===== src/rtl/frame_column_loader.sv =====
// Configuration loader for one fabric column: syncs on a marker word, parses frame
// headers, assembles row-parallel frame data and pulses the addressed frame strobe.
module frame_column_loader #(
  parameter int          FrameBitsPerRow = 32,
  parameter int          MaxFramesPerCol = 20,
  parameter int          NumberOfRows    = 4,
  parameter int          ColSelectWidth  = 5,
  parameter int          ColIndex        = 0,
  parameter logic [31:0] SyncWord        = 32'hFAB0_FAB1
) (
  input  logic                                    CLK,
  input  logic                                    reset,
  input  logic [31:0]                             WriteData,
  input  logic                                    WriteStrobe,
  output logic                                    WriteReady,
  output logic [NumberOfRows*FrameBitsPerRow-1:0] FrameData,
  output logic [MaxFramesPerCol-1:0]              FrameStrobe,
  output logic                                    Synced,
  output logic                                    FrameError
);

  localparam int                        RowW   = (NumberOfRows > 1) ? $clog2(NumberOfRows) : 1;
  localparam logic [ColSelectWidth-1:0] ColSel = ColSelectWidth'(ColIndex);
  localparam logic [7:0]                MaxIdx = 8'(MaxFramesPerCol);

  typedef enum logic [1:0] {IDLE, HDR, DATA, STROBE} state_t;

  state_t                      state_reg, state_next;
  logic [RowW-1:0]             row_reg, row_next;
  logic [ColSelectWidth-1:0]   col_reg, col_next;
  logic [7:0]                  frame_idx_reg, frame_idx_next;
  logic                        synced_reg, synced_next;
  logic                        error_reg, error_next;
  logic [MaxFramesPerCol-1:0]  strobe_reg, strobe_next;
  logic [MaxFramesPerCol-1:0]  frame_hit;
  logic [NumberOfRows-1:0]     row_we;
  logic [FrameBitsPerRow-1:0]  rows_reg [NumberOfRows];
  logic                        accept;
  logic                        last_row;
  logic                        frame_ok;

  assign WriteReady  = (state_reg != STROBE);
  assign accept      = WriteStrobe && WriteReady;
  assign last_row    = (row_reg == RowW'(NumberOfRows - 1));
  assign frame_ok    = (col_reg == ColSel) && (frame_idx_reg < MaxIdx);
  assign FrameStrobe = strobe_reg;
  assign Synced      = synced_reg;
  assign FrameError  = error_reg;

  genvar gi;
  generate
    for (gi = 0; gi < MaxFramesPerCol; gi++) begin : g_hit
      assign frame_hit[gi] = (frame_idx_reg == 8'(gi));
    end

    // Each row keeps its word until a later frame rewrites that row.
    for (gi = 0; gi < NumberOfRows; gi++) begin : g_row
      assign row_we[gi] = accept && (state_reg == DATA) && (row_reg == RowW'(gi));
      assign FrameData[gi*FrameBitsPerRow +: FrameBitsPerRow] = rows_reg[gi];

      always_ff @(posedge CLK or posedge reset) begin
        if (reset) begin
          rows_reg[gi] <= '0;
        end else if (row_we[gi]) begin
          rows_reg[gi] <= WriteData[FrameBitsPerRow-1:0];
        end
      end
    end
  endgenerate

  always_ff @(posedge CLK or posedge reset) begin
    if (reset) begin
      state_reg     <= IDLE;
      row_reg       <= '0;
      col_reg       <= '0;
      frame_idx_reg <= '0;
      synced_reg    <= 1'b0;
      error_reg     <= 1'b0;
      strobe_reg    <= '0;
    end else begin
      state_reg     <= state_next;
      row_reg       <= row_next;
      col_reg       <= col_next;
      frame_idx_reg <= frame_idx_next;
      synced_reg    <= synced_next;
      error_reg     <= error_next;
      strobe_reg    <= strobe_next;
    end
  end

  always_comb begin
    state_next     = state_reg;
    row_next       = row_reg;
    col_next       = col_reg;
    frame_idx_next = frame_idx_reg;
    synced_next    = synced_reg;
    error_next     = error_reg;
    strobe_next    = '0;
    case (state_reg)
      IDLE: begin
        if (accept && (WriteData == SyncWord)) begin
          synced_next = 1'b1;
          error_next  = 1'b0;
          state_next  = HDR;
        end
      end
      HDR: begin
        if (accept) begin
          if (WriteData[31]) begin
            synced_next = 1'b0;
            state_next  = IDLE;
          end else begin
            col_next       = WriteData[16 +: ColSelectWidth];
            frame_idx_next = WriteData[7:0];
            row_next       = '0;
            state_next     = DATA;
            if (WriteData[7:0] >= MaxIdx) begin
              error_next = 1'b1;
            end
          end
        end
      end
      DATA: begin
        if (accept) begin
          row_next = row_reg + 1'b1;
          if (last_row) begin
            // Strobe is registered so it lines up with the single STROBE cycle.
            strobe_next = frame_ok ? frame_hit : '0;
            state_next  = STROBE;
          end
        end
      end
      STROBE: begin
        state_next = HDR;
      end
      default: begin
        state_next = IDLE;
      end
    endcase
  end

endmodule


===== config.mk =====
export PLATFORM = sky130hd
export DESIGN_NAME = frame_column_loader
export DESIGN_NICKNAME = d
export VERILOG_FILES = /design/src/rtl/frame_column_loader.sv
export SDC_FILE = /design/constraint.sdc
export NUM_CORES = 1
export LEC_CHECK = 0
export CORE_MARGIN = 1
export CORE_UTILIZATION = 47
export DETAILED_ROUTE_END_ITERATION = 16
export GPL_TIMING_DRIVEN = 0
export PLACE_DENSITY = 0.75
export SYNTH_ARGS = -nofsm -noshare
export SYNTH_HDL_FRONTEND = slang
export SYNTH_SLANG_ARGS = --single-unit

===== constraint.sdc =====
create_clock -name CLK -period 7.5 [get_ports CLK]
set_input_delay 1.125 -clock CLK [delete_from_list [all_inputs] [get_ports CLK]]
set_output_delay 1.125 -clock CLK [all_outputs]
set_load 0.05 [all_outputs]

* Yosys cells after proc, flatten, opt, wreduce, memory -nomap -nowiden *
Cells that the tools add are included.

storage, ports and cells
  input port bits = 35
  register bits = 167
  output and inout port bits = 151

cells by class
  muxes and demuxes = 23
  magnitude comparators = 2
  bitwise logic cells = 1
  equality and inequality tests = 34
  reduce and logical (&&, ||, !) cells = 19
  add/subtract/negate cells = 1

operators by type and width
  operator                                                           count
  2-to-1 mux 20 bit                                                  4
  == test 8 x 4 -> 1 bit, second input constant                      8
  == test 32 bit, second input constant                              1
  == test 8 x 3 -> 1 bit, second input constant                      4
  == test 8 x 5 -> 1 bit, second input constant                      4
  == test 8 x 2 -> 1 bit, second input constant                      2
  2-to-1 mux 2 bit                                                   8
  inequality test 2 bit, second input constant                       8
  AND reduction 4 bit                                                3
  == test 2 bit, second input constant                               4
  == test 8 x 1 -> 1 bit, second input constant                      1
  greater-or-equal comparator 8 x 5 -> 1 bit, second input constant  1
  logical AND 1 bit                                                  8
  logical NOT 8 bit                                                  1
  less-than comparator 8 x 5 -> 1 bit, second input constant         1
  one-hot mux 2 bit (4 select lines)                                 1
  2-to-1 mux 1 bit                                                   7
  logical NOT 5 bit                                                  1
  AND reduction 5 bit                                                1
  == test 2 x 1 -> 1 bit, second input constant                      2
  logical NOT 2 bit                                                  2
  one-hot mux 1 bit (2 select lines)                                 2
  one-hot mux 2 bit (2 select lines)                                 1
  nonzero test 2 bit                                                 2
  3 further kinds                                                    3

* Longest topological paths before layout *
Gate-level depths: netlist of the first run.

  depth after elaboration = 6
  depth in mapped cells = 7
  gate-level depth less buffers = 6

* Worst setup path before layout of the first run *
No wires, ideal clock.

  path type = input to register
  start point = input port WriteData[3]
  end point = register state_reg[1]
  arrival = 2.334 ns
  setup slack = 5.045 ns
  setup time = 0.120 ns
  stages on the path = 4
  buffers on the path = 0
  path through = or4b_4 o41ai_4 a21oi_1 a41o_1

on the way
  word-level cells in the longest chain between the ends = 4

RTL lines
  item                             RTL line  RTL
  start, declared                  13        input logic [31:0] WriteData,
  == test 32 bit                   101       if (accept && (WriteData == SyncWord)) begin
  logical AND 1 bit                101
  inequality test 2 bit (no line)  n/a
  AND reduction 4 bit (no line)    n/a
  end signal, assigned             81        state_reg <= state_next;
  end, declared                    28        state_t state_reg, state_next;

Every way passes these cells.
A chain may end at the register's enable or synchronous reset.

* Worst setup path after layout of the first run *
  start point = register state_reg[0]
  end point = output port WriteReady

on the way
  word-level cells in the longest chain between the ends = 1

RTL lines
  item                   RTL line  RTL
  inequality test 2 bit  42        assign WriteReady = (state_reg != STROBE);
  end, declared          15        output logic WriteReady,

Every way passes these cells.

==> results of run 1 <==
[where the power goes]
part	leakage [nW]	total [W]	switching, W	internal, W
clock	0.299	0.000915	0.000354	0.000561
sequential	2.25	0.00118	0.000101	0.00108
combinational	1.72	0.00116	0.000733	0.000428
total	4.27	0.00326	0.00119	0.00207
[routing by layer]
| metal | vias up | part of all wire, % | global-route usage (%) |
|---|---|---|---|
| met5 | - | 0 | 0 |
| met4 | 0 | 1.3 | 8.36 |
| met3 | 15 | 5.9 | 6.85 |
| met2 | 128 | 50 | 36.7 |
| met1 | 2122 | 43 | 28.7 |
| li1 | 1912 | - | - |
[critical path: stages, from the launching register on]
cell and delay (ps):
sky130_fd_sc_hd__dfrtp_1 420, sky130_fd_sc_hd__ha_1 250, sky130_fd_sc_hd__inv_1 60, sky130_fd_sc_hd__clkdlybuf4s50_1 800
[cell type report]
type / instances / share of cell area, %
Timing Repair Buffer: 185 / 20.3
Inverter: 6 / 0.326
Clock buffer: 18 / 4.66
Buffer: 18 / 0.992
Sequential cell: 167 / 45.4
Multi-Input combinational cell: 228 / 23.8
Tap cell: 176 / 2.39
Clock inverter: 14 / 2.16
[cell usage in the layout, fill, tap and decap left out, types with 3 or more instances in the layout]
| master | Yosys | final |
|---|---|---|
| sky130_fd_sc_hd__and4bb_2 | 4 | 4 |
| sky130_fd_sc_hd__buf_2 | 10 | 10 |
| sky130_fd_sc_hd__ha_1 | 9 | 9 |
| sky130_fd_sc_hd__a21oi_1 | 3 | 3 |
| sky130_fd_sc_hd__dfrtp_1 | 167 | 167 |
| sky130_fd_sc_hd__clkdlybuf4s50_1 | 0 | 184 |
| sky130_fd_sc_hd__mux2_2 | 141 | 141 |
| sky130_fd_sc_hd__nand3_1 | 8 | 8 |
| sky130_fd_sc_hd__nand2_1 | 6 | 6 |
| sky130_fd_sc_hd__bufinv_16 | 0 | 4 |
| sky130_fd_sc_hd__nor2_1 | 19 | 19 |
| sky130_fd_sc_hd__nand2b_1 | 4 | 4 |
| sky130_fd_sc_hd__o21ai_0 | 3 | 3 |
| sky130_fd_sc_hd__clkbuf_16 | 0 | 17 |
| sky130_fd_sc_hd__inv_1 | 6 | 5 |
| sky130_fd_sc_hd__nor3_1 | 8 | 8 |
| sky130_fd_sc_hd__clkinvlp_4 | 0 | 3 |
| sky130_fd_sc_hd__buf_1 | 5 | 5 |
| sky130_fd_sc_hd__nand4_1 | 3 | 3 |
[worst paths after layout]
check | startpoint | to | slack, ps | cells past startpoint
setup reg to reg | state_reg[0] | FrameStrobe[12] | 5220 | 7
hold / removal | FrameData[122] | FrameData[122] | 500 | 1
min in group asynchronous | reset | FrameStrobe[15] | 1070 | 2
max in group asynchronous | reset | FrameData[73] | 5510 | 3
hold reg to reg | FrameData[122] | FrameData[122] | 500 | 1
setup / recovery | state_reg[0] | WriteReady | 4420 | 3
[cells in the mapped netlist (all sizes together)]
cell type | n | area share (%)
a41o | 1 | 0.15
nand3 | 9 | 0.77
buf | 15 | 1.1
and3b | 1 | 0.15
nand3b | 2 | 0.23
and4 | 1 | 0.14
nor4 | 2 | 0.19
and4b | 1 | 0.17
o2bb2ai | 1 | 0.14
a21oi | 3 | 0.23
or4b | 1 | 0.21
o41ai | 1 | 0.42
nor3 | 8 | 0.62
nand2b | 4 | 0.39
nor2 | 19 | 1.1
a22oi | 1 | 0.12
a31oi | 2 | 0.19
clkbuf | 3 | 0.35
and4bb | 4 | 0.77
o21ai | 3 | 0.23
mux2 | 141 | 25
nand4 | 3 | 0.29
inv | 6 | 0.35
nand2 | 6 | 0.35
a2111oi | 1 | 0.14
o21a | 1 | 0.12
o22a | 1 | 0.14
mux2i | 1 | 0.15
nor2b | 1 | 0.097
ha | 9 | 1.7
dfrtp | 167 | 64
[metrics by stage]
stage	utilization (%)	cells	area, um^2	hold WS [ps]
floorplan	-	419	6480	481
global placement	64.0	779	8540	486
detailed placement	64.3	780	8580	493
CTS	69.0	812	9210	507
global route	69.0	812	9210	518
finish	69.0	812	9210	503
[logic make-up (layout without fill, tap and decap cells)]
family,Yosys count,after routing,share of synthesized area [%]
adder cells (fa/ha/maj),9,9,1.74
AO/OA/AOI/OAI,15,15,1.87
AND/OR/NAND/NOR,62,62,5.48
multiplexers,142,142,24.7
flip-flops,167,167,64.5
buffers and inverters,24,241,1.76
==> impl_metrics.yaml, run 1 <==
setup_path:
  critical_path.startpoint_type: "flip-flop"
  path_max_fanout: 5
  worst_setup_path_end_kind: "primary output"
  timing_worst_setup_path_type: "flip-flop to primary output"
  worstPathRequired_ps: 6380
  crit_arrival_ps: 1950
finish:
  fillCellCount: 947
  layout-drive-gt1-share_pct: 30.7
  area_growth_syn_to_layout_pct: 42.1
  regArea_um2: 4180
  multiInputGateArea_um2: 2190
  largest_register_ffs: 128
  numnets_final: 667
  antenna_cells: 0
clocking:
  ctsResizeCount: 0
  cts_setup_buffers: 0
  cts_made_buffers: 17
  worst_setup_hold_path_clk_slew_ps: 60
  clk-insertion-delay-late_ps: 420
  tritoncts_clock_tree: "done"
  cts_hold_buffers: 0
  clock_sink_count: 167
  cts_htree_levels: 4
  maximum_buffer_depth_of_the_clock_tree: 2
  cts_root_buf: "sky130_fd_sc_hd__clkbuf_16"
die:
  design.die.area_um2: 14300
  chipHeight_um: 119
  row_count: 42
  placeableCoreArea_um2: 13300
  initial_core_util_pct: 48.5
  pin_count: 186
  die_outline_width_um: 119
timing:
  final-setup-viol-count: 0
  setup_ws_ps: 4420
  finalClockSkew_ps: 8.40
  slew_headroom_pct: 51.6
  tightestPinTransition_ps: 726
  timing.setup.tns_ps: 0
  post-route-period-util_pct: 41.0
  final-hold-violation-count: 0
  grt_setup_unrepaired: "false"
  final_max_slew_viol_count: 0
  layout_min_cycle_time_ps: 3080
  clock.fmax_mhz: 325
run_status:
  outcome: "finished, final reports clean"
job:
  maxCapViolations: 0
placed_design:
  dp_slack_ps: 4270
  detailed_place_hpwl_mm: 10.5
  placement.io_buffers: 184
  gp_congestion: 0.840
detailed_routing:
  post_drt_wl_per_cell_um: 18.4
  drc_errors: 0
  drt_iter0_drc: 155
  postRouteAntennaNets: 0
  postRouteWirelength_mm: 14.9
  via_cell_ratio: 5.14
  drt-pass1-iter-count: 4
  via_count: 4177
global_routing:
  grt-ovfl-total: 0
  grt_pass1_wl_mm: 24.3
  vias_in_the_first_global_route: 4400
  global_route.usage.total_pct: 22.6
  grt_antenna_before_repair: 0
  grt_start_max_net_pins: 133
pwr:
  pwr_density_cell_nw_per_um2: 354
  power_leakage_nw: 4.27
  max_vdd_drop_mv: 0.223
  design_power_total_w: 0.00326
yosys:
  postSynthAreaPerCell_um2: 15.5
  synth_seq_area_share_pct: 64.5
  synth_cells: 419
  ys_seq_elements: 167
  number_of_nets_in_the_synthesized_netlist: 463
  ys_warn_count: 0
  synth.lib_cells_used.distinct: 35
  post_synth_instance_area_um2: 6480
worst_hold_path:
  timing.hold.worst.class: "flip-flop to flip-flop"
No activity file was read; power rests on OpenSTA's default activity.
==> inputs of run 2 (changes only) <==
==> constraint.sdc (replaced) <==
create_clock -name CLK -period 3.05 [get_ports CLK]
set_input_delay 0.4575 -clock CLK [delete_from_list [all_inputs] [get_ports CLK]]
set_output_delay 0.4575 -clock CLK [all_outputs]
set_load 0.05 [all_outputs]
==> run 2 against run 1 <==
Compared with the run above: count of clock-buffer cells in the layout grew 3; via count rose by 1.7%; utilization grew 0.38 points; first-iteration DRC count rose by 5.8%; clock power up 150%; global-route usage decreased by 0.21 points; highest routed layer unchanged.
==> impl_metrics.yaml, run 2 (synthesized netlist as in run 1, its figures left out) <==
detailed_routing:
  drt-pass1-iter-count: 4
  postRouteWirelength_mm: 14.9
  postRouteAntennaNets: 0
  via_count: 4248
  post_drt_wl_per_cell_um: 18.3
  drc_errors: 0
  via_cell_ratio: 5.21
  drt_iter0_drc: 164
setup_path:
  worstReg2RegEnd: "FrameStrobe[12]"
  path_max_fanout: 5
  worst_setup_path_end_kind: "primary output"
  worst_path_cell_trace: "ha_1 -> inv_1 -> clkdlybuf4s50_1"
  timing_worst_setup_path_type: "flip-flop to primary output"
  crit_arrival_ps: 1950
  rr_worst_depth: 7
  cpMaxStageDelayCell: "sky130_fd_sc_hd__clkdlybuf4s50_1"
  worst-path-buf-inv: 2
  worst_path_dominant_cell_family: "buffers and inverters"
  critical_path.startpoint_type: "flip-flop"
  ff2ff_setup_slack_ps: 790
  critical-path-max-stage-delay_ps: 800
  reg2reg_from: "state_reg[0]"
  worstPathRequired_ps: 2590
timing:
  final-setup-viol-count: 0
  final_max_slew_viol_count: 0
  finalClockSkew_ps: 8.98
  slew_headroom_pct: 54.0
  post-route-period-util_pct: 78.8
  grt_setup_unrepaired: "false"
  setup_ws_ps: 647
  layout_min_cycle_time_ps: 2400
  clock.fmax_mhz: 416
  tightestPinTransition_ps: 689
  final-hold-violation-count: 0
finish:
  most-common-layout-cells: "sky130_fd_sc_hd__clkdlybuf4s50_1, sky130_fd_sc_hd__dfrtp_1, sky130_fd_sc_hd__mux2_2, sky130_fd_sc_hd__nor2_1, sky130_fd_sc_hd__clkbuf_16"
  numnets_final: 670
  mostFrequentLayoutCell: "sky130_fd_sc_hd__clkdlybuf4s50_1"
  layout.cells.non_filler: 815
  final_design_area_no_fill_um2: 9260
  fillCellCount: 968
  area_growth_syn_to_layout_pct: 42.8
  antenna_cells: 0
  fin_util_pct: 69.3
  layout-drive-gt1-share_pct: 30.8
  largest_register_ffs: 128
clocking:
  tritoncts_clock_tree: "done"
  maximum_buffer_depth_of_the_clock_tree: 2
  cts_setup_buffers: 0
  cts_made_buffers: 17
  clk-insertion-delay-late_ps: 420
  cts_hold_buffers: 0
  cts_root_buf: "sky130_fd_sc_hd__clkbuf_16"
  cts_htree_levels: 4
  worst_setup_hold_path_clk_slew_ps: 60
  ctsResizeCount: 0
  clock_sink_count: 167
die:
  pin_count: 186
  initial_core_util_pct: 48.5
  row_count: 42
  die_outline_width_um: 119
  design.die.area_um2: 14300
  placeableCoreArea_um2: 13300
  chipHeight_um: 119
pwr:
  design_power_total_w: 0.00803
  pwr_density_cell_nw_per_um2: 867
  power.sequential.fraction_pct: 36.3
  power.net_switching_w: 0.00289
  clock_share_of_power_pct: 28.0
  power_leakage_nw: 4.30
  combPwrFrac_pct: 35.7
  max_vdd_drop_mv: 0.552
  power_report.internal_total_w: 0.00514
  switching_share_pct: 36.0
global_routing:
  vias_in_the_first_global_route: 4403
  grt_pass1_wl_mm: 24.0
  global_route.usage.total_pct: 22.4
  grt_antenna_before_repair: 0
  grt_start_max_net_pins: 44
  grt-ovfl-total: 0
worst_hold_path:
  timing.hold.worst.class: "input pin to async pin"
placed_design:
  place.detailed.instances: 783
  placement.io_buffers: 184
  detailed_place_hpwl_mm: 10.9
  placement.cell_area_um2: 8630
  gp_congestion: 0.795
  dp_slack_ps: 479
run_status:
  outcome: "finished, final reports clean"
job:
  maxCapViolations: 0
## run 2: worst max path at each step
stage	slack, ps	to	startpoint	cells past startpoint
2_1_floorplan	470	FrameData[0]	reset	1
3_3_place_gp	-760	FrameData[109]	reset	2
3_5_place_dp	480	state_reg[1]	WriteData[7]	6
4_1_cts	610	WriteReady	state_reg[0]	3
5_1_grt	520	FrameStrobe[4]	state_reg[0]	7
6_report	650	WriteReady	state_reg[0]	3
## run 2: routing by layer
| metal | vias to the layer above | GRT usage, % | routed length, um |
|---|---|---|---|
| met5 | - | 0 | 0 |
| met4 | 0 | 8.67 | 265 |
| met3 | 23 | 6.66 | 1030 |
| met2 | 139 | 36.9 | 7540 |
| met1 | 2170 | 27.9 | 6060 |
| li1 | 1916 | - | - |
## run 2: stage by stage
step                      setup TNS, ps  hold WS (ps)
after floorplan                       0           481
after global placement          -123670           486
after detailed placement              0           492
after CTS                             0           359
after global routing                  0           392
final                                 0           364
## run 2: final cells by class
cell class	instances	area, um^2	share of cell area (%)
Clock inverter	11	170	1.84
Buffer	18	91.3	0.987
Sequential cell	167	4180	45.1
Multi-Input combinational cell	228	2190	23.6
Tap cell	176	220	2.38
Inverter	6	26.3	0.284
Clock buffer	21	460	4.97
Timing Repair Buffer	188	1920	20.8
## run 2: worst reg2reg max path: stages (launching register included)
cell and delay [ps]:
sky130_fd_sc_hd__dfrtp_1 420, sky130_fd_sc_hd__inv_1 110, sky130_fd_sc_hd__ha_1 150, sky130_fd_sc_hd__clkbuf_1 320, sky130_fd_sc_hd__nand3_2 290, sky130_fd_sc_hd__nor3_1 440
sky130_fd_sc_hd__nand3_1 250, sky130_fd_sc_hd__nor3_1 190
## run 2: power groups by stage
stage	clock, W	combinational (W)	sequential [W]
2_1_floorplan	0	0.000714	0.00410
3_3_place_gp	0	0.00281	0.00291
3_5_place_dp	0	0.00287	0.00295
4_1_cts	0.00228	0.00289	0.00291
5_1_grt	0.00237	0.00300	0.00296
6_report	0.00225	0.00287	0.00291
